$ cat src/rtl/cic_interpolator_if.sv
// rtl/cic_interpolator_if.sv - sample-in / sample-out bundle of the CIC interpolator
interface cic_interpolator_if #(
  parameter int DATA_WIDTH = 16
);
  logic                         valid_in;
  logic                         ready_out;
  logic signed [DATA_WIDTH-1:0] cic_in;
  logic signed [DATA_WIDTH-1:0] cic_out;
  logic                         valid_out;
  logic                         overflow;
  logic                         underflow;

  modport master (
    output valid_in, cic_in,
    input  ready_out, cic_out, valid_out, overflow, underflow
  );

  modport slave (
    input  valid_in, cic_in,
    output ready_out, cic_out, valid_out, overflow, underflow
  );
endinterface

$ cat src/rtl/cic_interpolator.sv
// rtl/cic_interpolator.sv - N-stage CIC interpolator by R with normalization, gain and saturation
// Combs run at the input rate, integrators at the output rate; R output samples per accepted input.
module cic_interpolator #(
  parameter  int DATA_WIDTH        = 16,
  parameter  int DATA_FRAC         = 15,
  parameter  int N                 = 1,
  localparam int MAX_INTERP_FACTOR = 16,
  localparam int INTERP_WIDTH      = $clog2(MAX_INTERP_FACTOR)
) (
  input  logic                    clk,
  input  logic                    rst_n,
  cic_interpolator_if.slave       bus,
  input  logic                    bypass,
  input  logic [INTERP_WIDTH:0]   interp_factor,
  input  logic [2:0]              gain_shift
);
  localparam int ACC_WIDTH = DATA_WIDTH + N * INTERP_WIDTH + 1;
  localparam int EXT_WIDTH = ACC_WIDTH + 7;
  localparam int FW        = INTERP_WIDTH + 1;

  localparam logic [0:0] IDLE = 1'b0;
  localparam logic [0:0] RUN  = 1'b1;

  localparam logic signed [EXT_WIDTH-1:0] SAT_MAX = EXT_WIDTH'({1'b0, {(DATA_WIDTH-1){1'b1}}});
  localparam logic signed [EXT_WIDTH-1:0] SAT_MIN = ~SAT_MAX;

  if (N < 1 || N > 4) begin : g_bad_n
    $error("cic_interpolator: N must be 1..4");
  end
  if (DATA_FRAC < 0 || DATA_FRAC >= DATA_WIDTH) begin : g_bad_frac
    $error("cic_interpolator: DATA_FRAC out of range");
  end

  logic [0:0]                  state;
  logic [INTERP_WIDTH-1:0]     phase;
  logic [2:0]                  r_log;
  logic [2:0]                  r_lat;
  logic [2:0]                  gain_lat;
  logic [2:0]                  out_gain;
  logic [3:0]                  norm_shift;
  logic                        flush_pend;
  logic                        int_valid;
  logic [FW-1:0]               r_val;
  logic [FW-1:0]               r_last;
  logic                        at_last;
  logic                        accept;
  logic                        r_change;

  logic signed [ACC_WIDTH-1:0] comb_prev [N];
  logic signed [ACC_WIDTH-1:0] comb_val  [N+1];
  logic signed [ACC_WIDTH-1:0] comb_reg;
  logic signed [ACC_WIDTH-1:0] integ     [N];
  logic signed [ACC_WIDTH-1:0] int_next  [N];

  logic signed [EXT_WIDTH-1:0] ext;
  logic signed [EXT_WIDTH-1:0] shifted;
  logic                        sat_hi;
  logic                        sat_lo;
  logic [DATA_WIDTH-1:0]       sat_val;

  // Anything other than an exact power of two up to 16 decodes as R=1.
  always_comb begin
    r_log = '0;
    for (int i = 0; i <= INTERP_WIDTH; i++) begin
      if (interp_factor == (FW'(1) << i)) r_log = 3'(i);
    end
  end

  assign r_val         = FW'(1) << r_lat;
  assign r_last        = r_val - FW'(1);
  assign at_last       = ({1'b0, phase} == r_last);
  assign bus.ready_out = bypass | (state == IDLE) | at_last;
  assign accept        = bus.valid_in & bus.ready_out;
  assign r_change      = (r_log != r_lat);

  // On a rate change the comb history is treated as zero for this sample.
  always_comb begin
    comb_val[0] = ACC_WIDTH'(bus.cic_in);
    for (int i = 0; i < N; i++) begin
      comb_val[i+1] = comb_val[i] - (r_change ? '0 : comb_prev[i]);
    end
  end

  always_comb begin
    int_next[0] = (flush_pend ? '0 : integ[0]) + ((phase == '0) ? comb_reg : '0);
    for (int i = 1; i < N; i++) begin
      int_next[i] = (flush_pend ? '0 : integ[i]) + int_next[i-1];
    end
  end

  always_comb begin
    ext     = EXT_WIDTH'(integ[N-1]);
    shifted = (ext >>> norm_shift) <<< out_gain;
    sat_hi  = (shifted > SAT_MAX);
    sat_lo  = (shifted < SAT_MIN);
    if (sat_hi)      sat_val = SAT_MAX[DATA_WIDTH-1:0];
    else if (sat_lo) sat_val = SAT_MIN[DATA_WIDTH-1:0];
    else             sat_val = shifted[DATA_WIDTH-1:0];
  end

  always_ff @(posedge clk) begin
    if (!rst_n) begin
      state      <= IDLE;
      phase      <= '0;
      r_lat      <= '0;
      gain_lat   <= '0;
      out_gain   <= '0;
      norm_shift <= '0;
      flush_pend <= 1'b0;
      int_valid  <= 1'b0;
      comb_reg   <= '0;
      for (int i = 0; i < N; i++) begin
        comb_prev[i] <= '0;
        integ[i]     <= '0;
      end
    end else if (bypass) begin
      state      <= IDLE;
      phase      <= '0;
      flush_pend <= 1'b0;
      int_valid  <= 1'b0;
      comb_reg   <= '0;
      for (int i = 0; i < N; i++) begin
        comb_prev[i] <= '0;
        integ[i]     <= '0;
      end
    end else begin
      int_valid <= (state == RUN);
      // Gain and normalization travel with the integrator value so a back-to-back
      // accept cannot retune the tail of the previous sample.
      if (state == RUN) begin
        for (int i = 0; i < N; i++) integ[i] <= int_next[i];
        flush_pend <= 1'b0;
        out_gain   <= gain_lat;
        norm_shift <= 4'((N - 1) * r_lat);
      end
      case (state)
        IDLE: begin
          if (accept) begin
            state <= RUN;
            phase <= '0;
          end
        end
        default: begin
          if (at_last) begin
            phase <= '0;
            if (!accept) state <= IDLE;
          end else begin
            phase <= phase + 1'b1;
          end
        end
      endcase
      if (accept) begin
        r_lat      <= r_log;
        gain_lat   <= gain_shift;
        flush_pend <= r_change;
        comb_reg   <= comb_val[N];
        for (int i = 0; i < N; i++) comb_prev[i] <= comb_val[i];
      end
    end
  end

  always_ff @(posedge clk) begin
    if (!rst_n) begin
      bus.cic_out   <= '0;
      bus.valid_out <= 1'b0;
      bus.overflow  <= 1'b0;
      bus.underflow <= 1'b0;
    end else if (bypass) begin
      bus.valid_out <= accept;
      bus.overflow  <= 1'b0;
      bus.underflow <= 1'b0;
      if (accept) bus.cic_out <= bus.cic_in;
    end else if (int_valid) begin
      bus.cic_out   <= sat_val;
      bus.valid_out <= 1'b1;
      bus.overflow  <= sat_hi;
      bus.underflow <= sat_lo;
    end else begin
      bus.valid_out <= 1'b0;
      bus.overflow  <= 1'b0;
      bus.underflow <= 1'b0;
    end
  end
endmodule

$ cat src/flat_wrapper.sv
// flat-port wrapper written by rule: the top's interface ports become plain ports
module cic_interpolator_flat 
#(
  parameter  int DATA_WIDTH        = 16,
  parameter  int DATA_FRAC         = 15,
  parameter  int N                 = 1,
  localparam int MAX_INTERP_FACTOR = 16,
  localparam int INTERP_WIDTH      = $clog2(MAX_INTERP_FACTOR)
)
  (clk, rst_n, bypass, interp_factor, gain_shift, bus_valid_in, bus_cic_in, bus_ready_out, bus_cic_out, bus_valid_out, bus_overflow, bus_underflow);
  cic_interpolator_if #(.DATA_WIDTH(DATA_WIDTH)) bus_i ();
  input  logic clk;
  input  logic rst_n;
  input  logic bypass;
  input  logic [INTERP_WIDTH:0] interp_factor;
  input  logic [2:0] gain_shift;
  input wire logic [$bits(bus_i.valid_in)-1:0] bus_valid_in;
  input wire logic [$bits(bus_i.cic_in)-1:0] bus_cic_in;
  output wire logic [$bits(bus_i.ready_out)-1:0] bus_ready_out;
  output wire logic [$bits(bus_i.cic_out)-1:0] bus_cic_out;
  output wire logic [$bits(bus_i.valid_out)-1:0] bus_valid_out;
  output wire logic [$bits(bus_i.overflow)-1:0] bus_overflow;
  output wire logic [$bits(bus_i.underflow)-1:0] bus_underflow;
  assign bus_i.valid_in = bus_valid_in;
  assign bus_i.cic_in = bus_cic_in;
  assign bus_ready_out = bus_i.ready_out;
  assign bus_cic_out = bus_i.cic_out;
  assign bus_valid_out = bus_i.valid_out;
  assign bus_overflow = bus_i.overflow;
  assign bus_underflow = bus_i.underflow;
  cic_interpolator #(.DATA_WIDTH(DATA_WIDTH), .DATA_FRAC(DATA_FRAC), .N(N)) u_core (.clk(clk), .rst_n(rst_n), .bus(bus_i), .bypass(bypass), .interp_factor(interp_factor), .gain_shift(gain_shift));
endmodule
$ cat config.mk
export PLATFORM = sky130hd
export DESIGN_NAME = cic_interpolator_flat
export DESIGN_NICKNAME = d
export VERILOG_FILES = /design/src/rtl/cic_interpolator_if.sv /design/src/rtl/cic_interpolator.sv /design/src/flat_wrapper.sv
export SDC_FILE = /design/constraint.sdc
export NUM_CORES = 1
export LEC_CHECK = 0
export BUFFER_PORTS_ARGS = -buffer_cell sky130_fd_sc_hd__clkbuf_2
export CAP_MARGIN = 20
export CORE_ASPECT_RATIO = 1.25
export CORE_MARGIN = 2
export CORE_UTILIZATION = 30
export DETAILED_ROUTE_END_ITERATION = 10
export PLACE_DENSITY = 0.44
export SLEW_MARGIN = 20
export SYNTH_ARGS = -nofsm -noshare
export SYNTH_HDL_FRONTEND = slang
export SYNTH_SLANG_ARGS = --single-unit
export TNS_END_PERCENT = 1
$ cat constraint.sdc
create_clock -name clk -period 3.4 [get_ports clk]
set_clock_uncertainty 0.2 [all_clocks]
set_input_delay 0.17 -clock clk [delete_from_list [all_inputs] [get_ports clk]]
set_output_delay 0.17 -clock clk [all_outputs]
set_load 0.005 [all_outputs]
---- Word level (Yosys, flattened, before mapping) ----
Memories as Yosys holds them, arrays and structs flattened.
Index checks and enable logic that the tools add are counted.
Widths: inputs -> output; s select.
word-level totals
  flip-flop bits (word level) ............. 56
  RAM bits ................................ 42
  input port bits ......................... 28
  memories ................................ 2
cells by class
  add/subtract/negate cells ............... 4
  magnitude comparators ................... 2
  equality and inequality tests ........... 7
  shift-type cells ........................ 2
  multiplexer cells ....................... 41
  bitwise gates (word level) .............. 7
  reduce and logical (&&, ||, !) cells .... 12
memory list
  name              words  bits a word  rd ports  clocked after Yosys merged registers in  write ports  RTL line                text
  u_core.comb_prev  1      21           1         0                                        1            cic_interpolator.sv:49  logic signed [ACC_WIDTH-1:0] comb_prev [N];
  u_core.integ      1      21           1         0                                        1            cic_interpolator.sv:52  logic signed [ACC_WIDTH-1:0] integ [N];
operators with widths
  operator              count
  $mux 21               7
  $reduce_or 21->1      4
  $mux 16               5
  $gt 28x16->1 const B  1
  $lt 28x16->1 const B  1
  $sshl 21x3->28        1
  $mux 1                23
  $add 21x21->21        1
  $sub 21x21->21        1
  $mux 4                3
  $mux 3                3
  $reduce_and 2->1      3
  $eq 4x5->1            1
  $eq 5x2->1 const B    1
  $eq 5x3->1 const B    1
  $eq 5x4->1 const B    1
  $eq 5x5->1 const B    1
  $shl 1x3->5 const A   1
  $sub 5x1->5 const B   1
  $add 4x1->4 const B   1
  $logic_not 4->1       1
  $not 1->1             4
  $reduce_bool 2->1     2
  $ne 3x3->1            1
  other kinds (5)       6

---- Depth between registers and ports, before layout ----
  word-level depth ........................ 11
  mapped depth ............................ 15

---- Worst setup path before layout ----
Ideal clock, no wire load.
  kind .................................... input to register
  start point ............................. input interp_factor[3]
  end point ............................... register u_core.comb_reg[14]
  library setup time ...................... 0.123 ns
  data arrival time ....................... 3.113 ns
  setup slack ............................. -0.035 ns
  stages on the path ...................... 14
  cell sequence ........................... xnor2_1 > nor4_1 > xor2_1 > nor3_1 > buf_2 > nand2_1 > ha_1 > o21ai_0 > a21oi_1 > o41a_1 > o221a_2 > o21ai_0 > xor2_1 > o21ai_0
on the way
  word-level cells in the longest chain between the ends .. 8
RTL lines
  what                    RTL line                 text
  start: declaration      flat_wrapper.sv:15       input logic [INTERP_WIDTH:0] interp_factor;
  $eq 5x2->1              cic_interpolator.sv:65   if (interp_factor == (FW'(1) << i)) r_log = 3'(i);
  $mux 1                  cic_interpolator.sv:65
  $mux 3 (2 in a row)     cic_interpolator.sv:65
  $mux 3 (*)              cic_interpolator.sv:65
  $ne 3x3->1 (*)          cic_interpolator.sv:74   assign r_change = (r_log != r_lat);
  $mux 21 (*)             cic_interpolator.sv:80   comb_val[i+1] = comb_val[i] - (r_change ? '0 : comb_prev[i]);
  $sub 21x21->21 (*)      cic_interpolator.sv:80
  end signal: assignment  cic_interpolator.sv:156  comb_reg <= comb_val[N];
  end: declaration        cic_interpolator.sv:51   logic signed [ACC_WIDTH-1:0] comb_reg;
Every way passes the cells marked *; elsewhere a longest branch is shown, timed or not.
A chain may end at the register's enable or synchronous reset.

---- Final worst setup path ----
  start point ............................. register u_core.phase[0]
  end point ............................... memory u_core.integ[0][19] (netlist name), data pin
on the way
  word-level cells in the longest chain between the ends .. 4
RTL lines
  what                      RTL line                 text
  start: declaration        cic_interpolator.sv:35   logic [INTERP_WIDTH-1:0] phase;
  start signal: assignment  cic_interpolator.sv:148  phase <= phase + 1'b1;
  $logic_not 4->1           cic_interpolator.sv:85   int_next[0] = (flush_pend ? '0 : integ[0]) + ((phase == '0) ? comb_reg : '0);
  $mux 21                   cic_interpolator.sv:85
  $add 21x21->21            cic_interpolator.sv:85
  $mux 21 (no source line)  -
  end: declaration          cic_interpolator.sv:52
Every way passes these cells.

==> results.py <==
metrics = {
    "grt": {
        "globalRouteTotalUtil_pct": 17.0,
        "grt_antenna_before_repair": 0,
        "grt_pass1_wl_um": 31000,
        "grt_pass1_vias": 6036,
        "grt_max_degree": 24,
        "gr-total-overflow": 0,
    },
    "timing": {
        "hold_violations": 0,
        "final_critical_path_setup_slack_ps": 57.0,
        "rsz0062_at_grt": "yes",
        "finalCritPeriodShare_pct": 98.3,
        "setup_tns_ps": 0,
        "min_period_ps": 3340,
        "setup_violations": 0,
        "fmax_ghz": 0.299,
        "slew_violations": 0,
        "slew_headroom_pct": 39.3,
        "worst_pin_slew_ps": 909,
    },
    "critical_path": {
        "critPathMaxStageDelay_ps": 330,
        "start_kind": "register",
        "r2r-start": "u_core.phase[0]",
        "cp.required_ps": 3300,
        "slowest_stage": "dfxtp_2",
        "cp.arrival_ps": 3240,
        "r2r_end": "u_core.integ[0][19]",
        "path_cells": "inv_1, ha_1, nor3b_4, buf_4, buf_4, and2_4, ha_4, o21a_1, nor4_4, nor3_4, a221oi_2, buf_4, o21ai_0, buf_4, nand3_1, nand3b_1",
        "crit_type": "reg -> reg",
        "crit_fanout": 4,
        "path_delay_family": "simple AND/OR/NAND/NOR gates",
        "timing.critical_path.buf_inv": 5,
        "r2r_slack_ps": 60,
        "endpoint_kind": "register",
        "critPathMostFrequentCell": "buf_4",
        "reg2reg_depth": 16,
    },
    "routing": {
        "dr.pass1.iters": 4,
        "viasPerCell": 5.00,
        "drt_iter0_drc": 429,
        "ant_nets": 0,
        "vias": 5828,
        "wire_per_inst_um": 16.6,
        "routed_wl_um": 19400,
        "drcViolationCount": 0,
    },
    "floorplan": {
        "die_w_um": 137,
        "coreArea_um2": 21600,
        "die_h_um": 170,
        "num_rows": 60,
        "dieArea_um2": 23400,
        "start_util_pct": 30.7,
        "boundaryPins": 48,
    },
    "pwr": {
        "seqPwrFrac_pct": 44.1,
        "comb_power_share_pct": 22.2,
        "total_power_mw": 2.86,
        "p_sw_uw": 840,
        "p_sw_share_pct": 29.4,
        "leakagePower_nw": 3.54,
        "clkPwrFrac_pct": 33.7,
        "p_per_area_nw_per_um2": 339,
        "p_int_mw": 2.02,
        "peakVddDrop_v": 0.000223,
    },
    "hold_path": {
        "min_to": "u_core.comb_prev[0][1]",
        "hold_path_class": "in -> reg",
        "min_path_cells": 3,
        "hp-start": "bus_cic_in[1]",
    },
    "final_layout": {
        "stdcell_area_um2": 8430,
        "area_growth_pct": 26.9,
        "drive_gt1_share_pct": 23.7,
        "fillers": 2257,
        "nNetsFinal": 951,
        "diodes": 0,
    },
    "synth": {
        "ys_types": 70,
        "synth_common_cells": "nand2_1, o21ai_0, dfxtp_1, nor2_1, and2_1",
        "yosysMostFrequentCell": "nand2_1",
        "synthTopCellsByArea": "dfxtp_1, edfxtp_1, ha_1",
        "synth_cells": 758,
        "syn_nets": 827,
        "synth_warnings": 0,
        "ys_seq_elements": 93,
        "synth_top_area_share_pct": 16.9,
        "synth.yosys.seq_area_share_pct": 33.6,
        "ys.flop_type": "dfxtp_1",
        "syn-mean-instance-area_um2": 8.77,
        "yosysTopAreaCell": "dfxtp_1",
        "syn-cell-area_um2": 6640,
        "synth_edf_count": 37,
        "ys_async_sr_fraction_pct": 0,
    },
    "clock_tree": {
        "cts_max_path_buffers": 2,
        "path_clk_slew_ps": 70,
        "numCtsBuffers": 9,
        "cts.sinks": 93,
        "clockRootBuffer": "clkbuf_16",
        "htreeDepth": 3,
        "cts_tree": "built",
        "clk_latency_ps": 350,
    },
    "placed_design": {
        "place_hpwl_um": 14900,
        "post-place-ws_ps": -218,
        "place.gp.congestion": 0.851,
        "placed_area_um2": 7650,
        "numPortBuffers": 47,
    },
    "status": {
        "status": "completed",
    },
    "flow_run": {
        "drv_cap": 0,
    },
}
[stage by stage]
stage	std cells	utilization [%]	hold WS (ps)
after CTS	1160	37.9	0.424
final	1166	39.0	20.6
after global routing	1166	39.0	39.4
after global placement	1123	35.4	189
after floorplan	758	-	103
after detailed placement	1123	35.4	199
[power groups by stage]
stage / logic, mW / clock network, mW / registers (mW)
3_5_place_dp: 0.586 / 0 / 1.29
2_1_floorplan: 0.369 / 0 / 1.27
5_1_grt: 0.709 / 1.04 / 1.27
4_1_cts: 0.609 / 1.01 / 1.26
6_report: 0.634 / 0.963 / 1.26
3_3_place_gp: 0.581 / 0 / 1.29
[layout by cell type (no fill, tap or decap), types with 4 or more instances in the layout]
cell type | Yosys | layout
xnor2_1 | 14 | 14
mux4_1 | 4 | 4
a211oi_2 | 1 | 4
o21ai_1 | 21 | 27
and2_1 | 40 | 37
o22ai_1 | 4 | 4
nor2b_1 | 30 | 29
nor3_1 | 24 | 21
a21oi_1 | 37 | 34
a31oi_1 | 7 | 7
and3_1 | 4 | 4
nand3_1 | 20 | 20
dfxtp_1 | 56 | 52
o31ai_1 | 5 | 4
ha_1 | 39 | 34
inv_1 | 29 | 29
buf_4 | 3 | 77
xor2_1 | 14 | 13
nand2_1 | 79 | 78
or3_1 | 6 | 6
mux2i_1 | 27 | 27
clkbuf_2 | 0 | 47
mux2_2 | 12 | 12
nand2b_1 | 14 | 13
dfxtp_2 | 0 | 4
a211oi_1 | 7 | 4
edfxtp_1 | 37 | 37
nor2_1 | 45 | 45
a21o_1 | 16 | 16
dlygate4sd3_1 | 0 | 20
clkbuf_16 | 0 | 9
o21a_1 | 11 | 11
o21ai_0 | 60 | 51
[what timing repair did]
item / CTS / global route
hold endpoints to repair: 30 / 0
gates cloned: 1 / 1
hold buffers: 20 / 0
setup endpoints to repair: 10 / 23
pin swaps: 1 / 14
buffers inserted: 0 / 5
gates resized for setup: 12 / 48
[layer usage]
metal	wire length [um]	part of all wire (%)	vias to the layer above	GRT usage, %
met5	0	0	-	0
met4	261	1.3	0	5.29
met3	323	1.7	15	1.97
met2	9880	51	55	29.9
met1	8900	46	2769	21.5
li1	-	-	2989	-
[tightest hold or removal path: stages]
cell	delay (ps)
clkbuf_2	110
inv_1	80
nor2_1	100
[cell families (layout without fill, tap and decap cells)]
| kind of cell | count (synthesis) | count (layout) | share of synthesized area, % |
|---|---|---|---|
| simple gates | 280 | 280 | 21.2 |
| compound gates | 202 | 202 | 19.8 |
| flops | 93 | 93 | 33.6 |
| buf+inv | 66 | 195 | 4.54 |
| mux | 47 | 47 | 9.04 |
| fa+ha+maj | 42 | 42 | 8.10 |
| xor+xnor | 28 | 28 | 3.69 |
[worst max-delay path by stage]
stage                          start             endpoint  slack (ps)  depth (start not counted)
global route         u_core.phase[0]  u_core.integ[0][19]         -40                         16
floorplan            u_core.phase[0]  u_core.integ[0][20]         100                         15
finish               u_core.phase[0]  u_core.integ[0][19]          60                         16
detailed placement  interp_factor[1]  u_core.comb_reg[16]        -220                         16
global placement     u_core.phase[0]  u_core.integ[0][16]        -120                         17
CTS                  u_core.phase[0]  u_core.integ[0][16]         -10                         17
[final cells by class]
cell class	count	area (um2)	share of cell area, %
multi-input combinational	599	4360	51.7
sequential	93	2240	26.5
timing repair buffer	150	1100	13.1
tap	279	349	4.14
clock buffer	9	225	2.67
inverter	29	109	1.29
clock inverter	7	50.0	0.594
No activity file was read; power rests on OpenSTA's default activity.
